File: config.mk
export PLATFORM = sky130hd
export DESIGN_NAME = comm_sut_seq
export DESIGN_NICKNAME = d
export VERILOG_FILES = /design/src/rtl/comm_seq_pkg.sv /design/src/rtl/comm_strobe_gen.sv /design/src/rtl/comm_sut_seq.sv
export SDC_FILE = /design/constraint.sdc
export NUM_CORES = 1
export LEC_CHECK = 0
export CAP_MARGIN = 10
export CORE_MARGIN = 5
export CORE_UTILIZATION = 55
export DETAILED_ROUTE_END_ITERATION = 6
export PLACE_DENSITY = 0.82
export SLEW_MARGIN = 25
export SYNTH_ARGS = -nofsm -noshare
export SYNTH_HDL_FRONTEND = slang
export SYNTH_SLANG_ARGS = --single-unit
File: constraint.sdc
create_clock -name clk -period 5.2 [get_ports clk]
set_input_delay 0.78 -clock clk [delete_from_list [all_inputs] [get_ports clk]]
set_output_delay 0.78 -clock clk [all_outputs]
set_load 0.01 [all_outputs]
File: src/rtl/comm_seq_pkg.sv
// Shared types and constants for the SUT measurement sequencer.
// Latency: n/a (declarations only).
// Backpressure: n/a.
package comm_seq_pkg;

  localparam int         SAM_PER_SYM = 4;     // samples per symbol
  localparam logic [2:0] DLY_SEL_MAX = 3'd4;  // highest receive-delay tap
  localparam int         SYM_CNT_W   = 16;    // width of the window symbol counter

  typedef enum logic [2:0] {
    IDLE   = 3'd0,
    SETTLE = 3'd1,
    CLEAR  = 3'd2,
    ACCUM  = 3'd3,
    DONE   = 3'd4
  } seq_state_t;

  // Clamp a manual delay select to the valid tap range.
  function automatic logic [2:0] sat_dly(input logic [2:0] d);
    return (d > DLY_SEL_MAX) ? DLY_SEL_MAX : d;
  endfunction

endpackage

File: src/rtl/comm_strobe_gen.sv
// Free-running sample/symbol strobe generator with boundary-safe phase select.
// Latency: strobes registered; first sam_clk on the CLK_PER_SAM-th cycle after reset.
// Backpressure: none, runs unconditionally.
//
// Ports:
//   clk, reset          - system clock, synchronous active-high reset
//   sym_phase [1:0]     - sample slot within the symbol that carries sym_clk
//   sam_clk             - one-cycle pulse every CLK_PER_SAM cycles
//   sym_clk             - one-cycle pulse coincident with the selected sam_clk
//   sym_bnd             - one-cycle pulse with the last sam_clk of each symbol
module comm_strobe_gen
  import comm_seq_pkg::*;
#(
  parameter int CLK_PER_SAM = 4
) (
  input  logic       clk,
  input  logic       reset,
  input  logic [1:0] sym_phase,
  output logic       sam_clk,
  output logic       sym_clk,
  output logic       sym_bnd
);

  localparam int               CNT_W    = $clog2(CLK_PER_SAM);
  localparam logic [CNT_W-1:0] CNT_LAST = CNT_W'(CLK_PER_SAM - 1);
  localparam logic [1:0]       SAM_LAST = 2'(SAM_PER_SYM - 1);

  logic [CNT_W-1:0] clk_cnt;
  logic [1:0]       sam_cnt;  // index of the sample strobed at the next wrap
  logic [1:0]       phase;    // latched sym_phase, only updated at symbol boundary
  logic             wrap;

  assign wrap = (clk_cnt == CNT_LAST);

  always_ff @(posedge clk) begin
    if (reset) begin
      clk_cnt <= '0;
      sam_cnt <= '0;
      phase   <= '0;
      sam_clk <= 1'b0;
      sym_clk <= 1'b0;
      sym_bnd <= 1'b0;
    end else begin
      clk_cnt <= wrap ? '0 : clk_cnt + 1'b1;
      sam_clk <= wrap;
      sym_clk <= wrap && (sam_cnt == phase);
      sym_bnd <= wrap && (sam_cnt == SAM_LAST);
      if (wrap) begin
        sam_cnt <= sam_cnt + 2'd1;
        // Taking the new phase only after the last sample of a group keeps
        // exactly one sym_clk per group, whatever the old and new slots are.
        if (sam_cnt == SAM_LAST)
          phase <= sym_phase;
      end
    end
  end

endmodule

File: src/rtl/comm_sut_seq.sv
// Measurement sequencer: settle, clear, accumulate a symbol window, report done.
// Latency: all outputs registered; FSM reacts one cycle after start/abort/sym_clk.
// Backpressure: none; start ignored while busy, abort always wins.
//
// Ports:
//   clk, reset            - system clock, synchronous active-high reset
//   start, abort          - measurement request pulse / cancel
//   sym_phase [1:0]       - sym_clk sample slot (taken at symbol boundaries)
//   dly_sel_in [2:0]      - manual receive-delay select (saturated to 4)
//   sam_clk, sym_clk      - free-running strobes
//   clear_accum, accum_en - accumulator controls for the SUT datapath
//   meas_done, busy       - one-cycle completion pulse / sequence active
//   dly_sel [2:0]         - delay select driving the SUT receive-delay mux
//   sym_count [15:0]      - symbols accumulated in the current window
// Build option SEQ_DLY_SWEEP_EN: one start sweeps dly_sel 0..4, one window each.
module comm_sut_seq
  import comm_seq_pkg::*;
#(
  parameter int CLK_PER_SAM = 4,
  parameter int SETTLE_SYMS = 16,
  parameter int ACC_SYMS    = 1024
) (
  input  logic                 clk,
  input  logic                 reset,
  input  logic                 start,
  input  logic                 abort,
  input  logic [1:0]           sym_phase,
  input  logic [2:0]           dly_sel_in,
  output logic                 sam_clk,
  output logic                 sym_clk,
  output logic                 clear_accum,
  output logic                 accum_en,
  output logic                 meas_done,
  output logic                 busy,
  output logic [2:0]           dly_sel,
  output logic [SYM_CNT_W-1:0] sym_count
);

  localparam logic [11:0]          SETTLE_LAST = 12'(SETTLE_SYMS - 1);
  localparam logic [SYM_CNT_W-1:0] ACC_LAST    = SYM_CNT_W'(ACC_SYMS - 1);

  seq_state_t  state, nxt;
  logic [11:0] settle_cnt;
  logic        sym_bnd_unused;  // boundary flag is for datapath taps, not the FSM

  comm_strobe_gen #(
    .CLK_PER_SAM (CLK_PER_SAM)
  ) u_strobe (
    .clk       (clk),
    .reset     (reset),
    .sym_phase (sym_phase),
    .sam_clk   (sam_clk),
    .sym_clk   (sym_clk),
    .sym_bnd   (sym_bnd_unused)
  );

  always_comb begin
    nxt = state;
    case (state)
      IDLE:    if (start) nxt = SETTLE;
      SETTLE:  if (sym_clk && settle_cnt == SETTLE_LAST) nxt = CLEAR;
      CLEAR:   if (sym_clk) nxt = ACCUM;
      ACCUM:   if (sym_clk && sym_count == ACC_LAST) nxt = DONE;
`ifdef SEQ_DLY_SWEEP_EN
      DONE:    nxt = (dly_sel < DLY_SEL_MAX) ? SETTLE : IDLE;
`else
      DONE:    nxt = IDLE;
`endif
      default: nxt = IDLE;
    endcase
    // abort overrides everything, including a start seen in IDLE
    if (abort) nxt = IDLE;
  end

  // Outputs are registered from the next state so they line up with the
  // state they describe without any input-to-output combinational path.
  always_ff @(posedge clk) begin
    if (reset) begin
      state       <= IDLE;
      settle_cnt  <= '0;
      sym_count   <= '0;
      clear_accum <= 1'b0;
      accum_en    <= 1'b0;
      meas_done   <= 1'b0;
      busy        <= 1'b0;
      dly_sel     <= '0;
    end else begin
      state       <= nxt;
      busy        <= (nxt != IDLE);
      clear_accum <= (nxt == CLEAR);
      accum_en    <= (nxt == ACCUM);
      meas_done   <= (nxt == DONE);

      if (state != SETTLE)
        settle_cnt <= '0;
      else if (sym_clk)
        settle_cnt <= settle_cnt + 12'd1;

      // Final count is held through DONE/IDLE until the next window clears it.
      if (nxt == CLEAR && state != CLEAR)
        sym_count <= '0;
      else if (state == ACCUM && sym_clk && !abort)
        sym_count <= sym_count + 1'b1;

`ifdef SEQ_DLY_SWEEP_EN
      if (state == IDLE && nxt == SETTLE)
        dly_sel <= '0;
      else if (state == DONE && !abort && dly_sel < DLY_SEL_MAX)
        dly_sel <= dly_sel + 3'd1;
`else
      dly_sel <= sat_dly(dly_sel_in);
`endif
    end
  end

`ifdef SEQ_DLY_SWEEP_EN
  // Manual select has no effect while the sweep owns dly_sel.
  logic dly_sel_in_unused;
  assign dly_sel_in_unused = ^dly_sel_in;
`endif

endmodule

# [Word level (Yosys, flattened, before mapping)]
# Index checks and enable logic that the tools add are counted.
[totals] word_cells=53 input_bits=9 out_inout_bits=25 regBits=46
[classes] mux=7 n_reduce_logical=14 eq_ne=13 n_lt_le_gt_ge=1 addsub=4
[ops] op="$mux 3" count=6
[ops] op="$add 16x1->16 const B" count=1
[ops] op="$eq 16x10->1 const B" count=1
[ops] op="$add 12x1->12 const B" count=1
[ops] op="$eq 12x4->1 const B" count=1
[ops] op="$eq 3x2->1 const B" count=4
[ops] op="$pmux 3 s4" count=1
[ops] op="$reduce_or 2->1" count=4
[ops] op="$logic_and 1x1->1" count=6
[ops] op="$add 2x1->2 const B" count=2
[ops] op="$eq 2x2->1 const B" count=2
[ops] op="$eq 3x1->1 const B" count=1
[ops] op="$eq 3x3->1 const B" count=1
[ops] op="$gt 3x3->1 const B" count=1
[ops] op="$logic_not 3->1" count=1
[ops] op="$ne 3x1->1 const B" count=1
[ops] op="$ne 3x2->1 const B" count=1
[ops] op="$reduce_bool 3->1" count=1
[ops] op="$eq 2x2->1" count=1
[ops] op="$reduce_and 2->1" count=1
[ops] op="$logic_not 1->1" count=1

# [Logic depth before layout (Yosys ltp)]
# Gate-level depths: netlist of run 1.
[depth] word_depth=8 mapped_depth=6 ltp_nobuf=6

# [Cells and area by module]
# Synthesis of run 1 repeated with hierarchy kept, for this count alone.
[hier_totals] hier_cells=204 hier_area_um2=2014.4
[by_module_without_submodules] module="comm_sut_seq" seq_area_each_um2=760.7 area_each_um2=1666.6 cells_each=173 n_inst=1
[by_module_without_submodules] module="comm_strobe_gen" seq_area_each_um2=180.2 area_each_um2=347.8 cells_each=31 n_inst=1

# [Worst setup path before layout of run 1]
# OpenSTA, ideal clock, no wires.
[synth_path] path_type="reg2reg" from="reg sym_count[11]" to="reg busy" t_required_ps=5126 path_buffers=0 setup_time_ps=74 slack_ps=3115 period_less_slack_ps=2085 arrival_ps=2010 stages_incl_launch_ff=5 cell_sequence="dfxtp_1 -> or4_1 -> or4_4 -> or4_4 -> a31oi_1"
[synth_between] elab_chain_len=6
[synth_lines] item="start, declared" line="comm_sut_seq.sv:36" source="output logic [SYM_CNT_W-1:0] sym_count"
[synth_lines] item="start signal, assigned" line="comm_sut_seq.sv:103" source="sym_count <= sym_count + 1'b1;"
[synth_lines] item="$eq 16x10->1" line="comm_sut_seq.sv:63" source="ACCUM: if (sym_clk && sym_count == ACC_LAST) nxt = DONE;"
[synth_lines] item="$logic_and 1x1->1" line="comm_sut_seq.sv:63"
[synth_lines] item="$mux 3" line="comm_sut_seq.sv:63"
[synth_lines] item="$pmux 3 s4" line="comm_sut_seq.sv:59" source="case (state)"
[synth_lines] item="$mux 3" line="comm_sut_seq.sv:72" source="if (abort) nxt = IDLE;"
[synth_lines] item="$reduce_bool 3->1" line="comm_sut_seq.sv:89" source="busy <= (nxt != IDLE);"
[synth_lines] item="end signal, assigned" line="comm_sut_seq.sv:89"
[synth_lines] item="end, declared" line="comm_sut_seq.sv:34" source="output logic busy,"
# Every way passes these cells.
# A chain may end at the register's enable or synchronous reset.

# [Worst setup path after layout of run 1]
[layout_path] from="in abort" to="reg busy"
[layout_between] elab_chain_len=2
[layout_lines] item="start, declared" line="comm_sut_seq.sv:26" source="input logic abort,"
[layout_lines] item="$mux 3" line="comm_sut_seq.sv:72"
[layout_lines] item="$reduce_bool 3->1" line="comm_sut_seq.sv:89"
# Every way passes these cells.

==> results of run 1 <==
routing by layer:
layer | part of all wire, % | GRT usage, % | wire, um
met5 | 0 | 0 | 0
met4 | 2.1 | 8.52 | 78
met3 | 4.1 | 5.83 | 152
met2 | 45 | 26.7 | 1670
met1 | 48 | 21.7 | 1780
cell type report:
class | instances | area [um^2]
fillers | 282 | 1010
multi-input cells | 150 | 942
flip-flops and latches | 46 | 921
repair buffers | 33 | 330
well taps | 46 | 57.6
clock buffers | 7 | 55.1
inverters | 5 | 18.8
clock inverters | 1 | 5.00
cells in the mapped netlist (all sizes together), types with 2 or more instances:
master,n,area (um^2)
a21oi,4,20.0
and3,3,18.8
clkbuf,5,18.8
dfxtp,46,921
ha,4,50.1
inv,5,18.8
mux2i,3,30.0
nand2,19,71.3
nand3,9,45.0
nand3b,2,15.0
nand4,8,50.1
nor2,37,139
nor2b,2,12.5
nor3,7,35.0
nor3b,4,30.0
or3,3,18.8
or4,5,45.0
xnor2,11,96.3
xor2,17,149
sequential cells by signal, indices dropped and copies added, names as in the netlist:
| signal | count |
|---|---|
| accum_en | 1 |
| busy | 1 |
| clear_accum | 1 |
| dly_sel | 3 |
| meas_done | 1 |
| settle_cnt | 12 |
| state | 3 |
| sym_count | 16 |
| u_strobe.clk_cnt | 2 |
| u_strobe.phase | 2 |
| u_strobe.sam_clk | 1 |
| u_strobe.sam_cnt | 2 |
| u_strobe.sym_clk | 1 |
power breakdown:
part | internal (mW) | switching, mW
combinational | 0.0155 | 0.0118
sequential | 0.357 | 0.00340
clock | 0.0656 | 0.105
logic make-up (layout without fill, tap and decap cells):
| group | count (synthesis) | count (layout) | share of synthesized area (%) |
|---|---|---|---|
| AND/OR/NAND/NOR | 103 | 103 | 27.2 |
| XOR/XNOR | 28 | 28 | 12.9 |
| adder cells (fa/ha/maj) | 4 | 4 | 2.63 |
| AO/OA/AOI/OAI | 11 | 11 | 4.53 |
| buffers and inverters | 11 | 46 | 2.23 |
| multiplexers | 4 | 4 | 2.17 |
| flip-flops | 46 | 46 | 48.3 |
critical path, cell delays in order:
cell	delay [ns]
clkdlybuf4s50_1	0.47
nor3b_1	0.58
nand2_1	0.11
or4_4	0.55
a31oi_1	0.19
placed cells by master, fill, tap and decap left out:
master | netlist | layout
dfxtp_1 | 46 | 46
o211a_1 | 1 | 1
or3b_2 | 1 | 1
nor4b_2 | 1 | 1
nor3b_1 | 4 | 4
or4_4 | 2 | 2
mux2_2 | 1 | 1
or4_1 | 3 | 3
clkbuf_8 | 0 | 1
a21oi_1 | 4 | 4
nand2_1 | 19 | 19
and4_1 | 1 | 1
nand3b_1 | 2 | 2
xor2_1 | 17 | 17
xnor2_1 | 11 | 11
a2111oi_0 | 1 | 1
nand4_1 | 8 | 8
mux2i_1 | 3 | 3
and3_1 | 3 | 3
a31oi_1 | 1 | 1
or2_2 | 1 | 1
nor3_1 | 7 | 7
nor2b_1 | 2 | 2
clkdlybuf4s50_1 | 0 | 33
nand3_1 | 9 | 9
nor2_1 | 37 | 37
clkbuf_1 | 5 | 1
a21o_1 | 1 | 1
clkbuf_4 | 0 | 5
or3_1 | 3 | 3
o21ai_0 | 1 | 1
ha_1 | 4 | 4
clkinv_2 | 0 | 1
o31ai_4 | 1 | 1
a21boi_0 | 1 | 1
inv_1 | 5 | 5
final timing paths:
path	start	end	slack [ns]	cells past startpoint
setup / recovery	abort	busy	2.81	5
hold / removal	u_strobe.clk_cnt[0]	u_strobe.clk_cnt[0]	0.44	1
setup reg to reg	u_strobe.sym_clk	state[1]	3.01	5
hold reg to reg	u_strobe.clk_cnt[0]	u_strobe.clk_cnt[0]	0.44	1
metrics by stage:
step	instances	setup slack, ns	hold slack [ns]
after floorplan	207	3.12	0.404
after global placement	280	2.49	0.414
after detailed placement	280	2.42	0.424
after CTS	288	2.81	0.447
after global routing	288	2.69	0.473
final	288	2.81	0.444
==> results.sh, run 1 <==
export IMPL_syn_inst=207
export IMPL_cts_inserted_buffers=5
export IMPL_syn_avg_cell_area_um2=9.21
export IMPL_syn_to_final_growth_pct=22.3
export IMPL_clock_skew_ns=0.00722
export IMPL_rsz_0062_raised_after_global_routing="false"
export IMPL_count_of_yosys_warnings_during_synthesis=0
export IMPL_cts_sink_count=46
export IMPL_worst_endpoint_required_ns=5.50
export IMPL_ant_nets=0
export IMPL_die_height_um=68.9
export IMPL_h_tree_depth=2
export IMPL_hold_violation_count_in_the_final_report=0
export IMPL_grt_start_max_net_pins=17
export IMPL_drt_iter0_markers=113
export IMPL_worstSetupEndpointType="flop"
export IMPL_post_dp_hpwl_um=2730
export IMPL_synth_async_reset_ratio_pct=0
export IMPL_final_period_util_pct=45.9
export IMPL_maxSlewViolCount=0
export IMPL_timing_critical_path_from_type="primary input"
export IMPL_globalplace_congestion=0.752
export IMPL_finalSetupTns_ns=0
export IMPL_postPlaceCellArea_um2=2270
export IMPL_finish_net_count=254
export IMPL_worst_ep_arrival_time_ns=2.68
export IMPL_timing_hold_worst_class="reg -> reg"
export IMPL_timing_max_slew_rel_slack_pct=43.6
export IMPL_final_design_area_no_fill_um2=2330
export IMPL_start_util_pct=57.1
export IMPL_io_buffer_count=33
export IMPL_global_route_usage_total_pct=17.4
export IMPL_cts_root_buf="clkbuf_4"
export IMPL_static_leakage_power_nw=0.824
export IMPL_drt_wirelength_per_cell_um=12.8
export IMPL_final_layout_size_suffix_gt1_share_pct=5.79
export IMPL_worst_slew_pin_slew_ns=0.840
export IMPL_max_cap_viol_count=0
export IMPL_synthesis_area_um2=1910
export IMPL_drt_first_pass_iters=4
export IMPL_outcome="complete, no violations"
export IMPL_die_area_um2=4740
export IMPL_tritoncts="built"
export IMPL_grt_pass1_vias=1394
export IMPL_clk_transition_reported_paths_ns=0.12
export IMPL_synthesis_nets=220
export IMPL_core_area_um2=3340
export IMPL_clk_latency_ns=0.36
export IMPL_vias_cell=5.15
export IMPL_kind_of_critical_path="in -> reg"
export IMPL_worstPathMaxFanout=5
export IMPL_postCtsHoldBufs=0
export IMPL_wl_um=3680
export IMPL_seq_area_frac_synth_pct=48.3
export IMPL_total_of_flip_flops_plus_latches_after_synthesis=46
export IMPL_clock_tree_buffer_depth=2
export IMPL_synth_top_flop_cell="dfxtp_1"
export IMPL_antenna_cells=0
export IMPL_post_synth_num_cell_types=33
export IMPL_post_cts_setup_buffer_count=0
export IMPL_num_rows=21
export IMPL_floorplan_die_width_um=68.9
export IMPL_power_density_nw_per_um2=240
export IMPL_antenna_found_initial=0
export IMPL_grt_pass1_wl_um=6080
export IMPL_finalCriticalPeriod_ns=2.39
export IMPL_finalSetupViolations=0
export IMPL_total_design_power_mw=0.559
export IMPL_cts_resized=0
export IMPL_drt_drc_violations_left=0
export IMPL_utilization_pct=69.8
export IMPL_vdd_drop_max_uv=164
export IMPL_via_count=1483
export IMPL_synth_edff_count=0
export IMPL_maxClockFrequency_mhz=419
export IMPL_num_io_pins=34
export IMPL_grt_remaining_overflow=0
No activity file was read; power rests on OpenSTA's default activity.
==> run 2: changes to the inputs <==
--- a/config.mk
+++ b/config.mk
@@ -7,9 +7,9 @@
 export LEC_CHECK = 0
 export CAP_MARGIN = 10
 export CORE_MARGIN = 5
-export CORE_UTILIZATION = 55
+export CORE_UTILIZATION = 46
 export DETAILED_ROUTE_END_ITERATION = 6
-export PLACE_DENSITY = 0.82
+export PLACE_DENSITY = 0.73
 export SLEW_MARGIN = 25
 export SYNTH_ARGS = -nofsm -noshare
 export SYNTH_HDL_FRONTEND = slang
==> constraint.sdc (replaced) <==
create_clock -name clk -period 2 [get_ports clk]
set_input_delay 0.3 -clock clk [delete_from_list [all_inputs] [get_ports clk]]
set_output_delay 0.3 -clock clk [all_outputs]
set_load 0.01 [all_outputs]
==> results.sh, run 2 (synthesized netlist as in run 1, its figures left out) <==
export IMPL_outcome="complete, no violations"
export IMPL_maxClockFrequency_mhz=504
export IMPL_io_buffer_count=33
export IMPL_postPlaceCellArea_um2=2430
export IMPL_largest_register_ff_count=16
export IMPL_cpPeakStageDelay_ns=0.51
export IMPL_worst_endpoint_required_ns=2.22
export IMPL_timing_critical_path_from_type="flop"
export IMPL_vdd_drop_max_uv=395
export IMPL_max_cap_viol_count=0
export IMPL_most_common_layout_cells="44 x dfxtp_1, 37 x nor2_1, 33 x clkdlybuf4s50_1"
export IMPL_clock_skew_ns=0.00238
export IMPL_critPathTopFamily="simple AND/OR/NAND/NOR gates"
export IMPL_drt_iter0_markers=106
export IMPL_most_common_library_cell_in_the_layout_ignoring_fill_and_taps="dfxtp_1"
export IMPL_worstPathMaxFanout=3
export IMPL_globalplace_congestion=0.831
export IMPL_tritoncts="built"
export IMPL_worst_ep_arrival_time_ns=2.21
export IMPL_post_route_worst_setup_slack_ns=0.0149
export IMPL_grt_pass1_vias=1584
export IMPL_antenna_found_initial=0
export IMPL_timing_hold_worst_class="reg -> reg"
export IMPL_clk_latency_ns=0.29
export IMPL_wl_um=3800
export IMPL_num_rows=23
export IMPL_post_dp_hpwl_um=2860
export IMPL_place_inst=303
export IMPL_static_leakage_power_nw=0.929
export IMPL_fin_cells=310
export IMPL_num_io_pins=34
export IMPL_grt_pass1_wl_um=6840
export IMPL_grt_start_max_net_pins=17
export IMPL_antenna_cells=0
export IMPL_finish_net_count=273
export IMPL_die_area_um2=5530
export IMPL_buffers_and_inverters_on_the_worst_path=0
export IMPL_cts_root_buf="clkbuf_8"
export IMPL_worst_path_max_delay_cell="or4_4"
export IMPL_hold_violation_count_in_the_final_report=0
export IMPL_finalCriticalPeriod_ns=1.99
export IMPL_timing_max_slew_rel_slack_pct=80.0
export IMPL_worstSetupEndpointType="flop"
export IMPL_final_design_area_no_fill_um2=2540
export IMPL_cpMostUsedCell="or4_4"
export IMPL_drt_drc_violations_left=0
export IMPL_maxSlewViolCount=0
export IMPL_post_cts_setup_buffer_count=0
export IMPL_h_tree_depth=2
export IMPL_cts_sink_count=46
export IMPL_global_route_usage_total_pct=15.6
export IMPL_vias_cell=4.99
export IMPL_registers_top_by_ff_count="sym_count"
export IMPL_rsz_0062_raised_after_global_routing="true"
export IMPL_die_height_um=74.4
export IMPL_grt_remaining_overflow=0
export IMPL_drt_first_pass_iters=4
export IMPL_postCtsHoldBufs=0
export IMPL_final_layout_size_suffix_gt1_share_pct=13.8
export IMPL_dp_slack_ns=0.00204
export IMPL_final_period_util_pct=99.3
export IMPL_finalSetupViolations=0
export IMPL_drt_wirelength_per_cell_um=12.3
export IMPL_critical_path_cell_chain="or4_1 > or4_4 > or4_4 > a31oi_1"
export IMPL_power_density_nw_per_um2=609
export IMPL_start_util_pct=47.6
export IMPL_clk_transition_reported_paths_ns=0.08
export IMPL_largest_registers="sym_count (16), settle_cnt (12)"
export IMPL_total_design_power_mw=1.55
export IMPL_cts_inserted_buffers=5
export IMPL_ant_nets=0
export IMPL_clock_tree_buffer_depth=2
export IMPL_syn_to_final_growth_pct=33.1
export IMPL_core_area_um2=4000
export IMPL_via_count=1548
export IMPL_floorplan_die_width_um=74.4
export IMPL_worst_slew_pin_slew_ns=0.300
export IMPL_kind_of_critical_path="reg -> reg"
run 2: repair_timing:
| action | CTS | global route |
|---|---|---|
| setup endpoints to repair | 3 | 3 |
| pin swaps | 1 | 2 |
| gates resized for setup | 1 | 3 |
run 2: cell type report:
type                       count  area [um^2]
clock inverter                 1         7.51
multi-input combinational    150          966
sequential                    46          923
inverter                       5         18.8
timing repair buffer          52          485
fill                         363         1460
clock buffer                   6         72.6
tap                           50         62.6
run 2: per-stage QoR:
| step | utilization, % | TNS, ns | hold WS [ns] |
|---|---|---|---|
| after floorplan | - | 0 | 0.376 |
| after global placement | 60.8 | 0 | 0.416 |
| after detailed placement | 60.8 | 0 | 0.432 |
| after CTS | 62.8 | -0.0127 | 0.444 |
| after global routing | 63.4 | -0.0211 | 0.455 |
| final | 63.4 | 0 | 0.439 |
run 2: worst register-to-register path, delay by kind of cell (launching register included):
family | cells | cell delay, ns
AND/OR/NAND/NOR | 3 | 1.46
flip-flops | 1 | 0.32
AO/OA/AOI/OAI | 1 | 0.14
run 2: worst paths after layout:
kind                          to  slack (ns)  depth (start not counted)                start
min          u_strobe.clk_cnt[0]        0.44                          1  u_strobe.clk_cnt[0]
min reg2reg  u_strobe.clk_cnt[0]        0.44                          1  u_strobe.clk_cnt[0]
max reg2reg                 busy        0.01                          4        sym_count[11]
max                         busy        0.01                          4        sym_count[11]
run 2: power breakdown:
group	switching [mW]	total (mW)	leakage, nW	internal (mW)
Combinational	0.0359	0.0827	0.519	0.0468
Clock	0.288	0.527	0.0373	0.240
Sequential	0.00727	0.935	0.373	0.928
run 2: per-layer routing:
layer / wire [um] / part of all wire, % / global-route usage, % / up-vias
met3: 149 / 3.9 / 4.32 / 5
met4: 29 / 0.76 / 5.34 / 0
li1: - / - / - / 807
met1: 1840 / 49 / 19.5 / 707
met2: 1770 / 47 / 25.9 / 29
met5: 0 / 0 / 0 / -
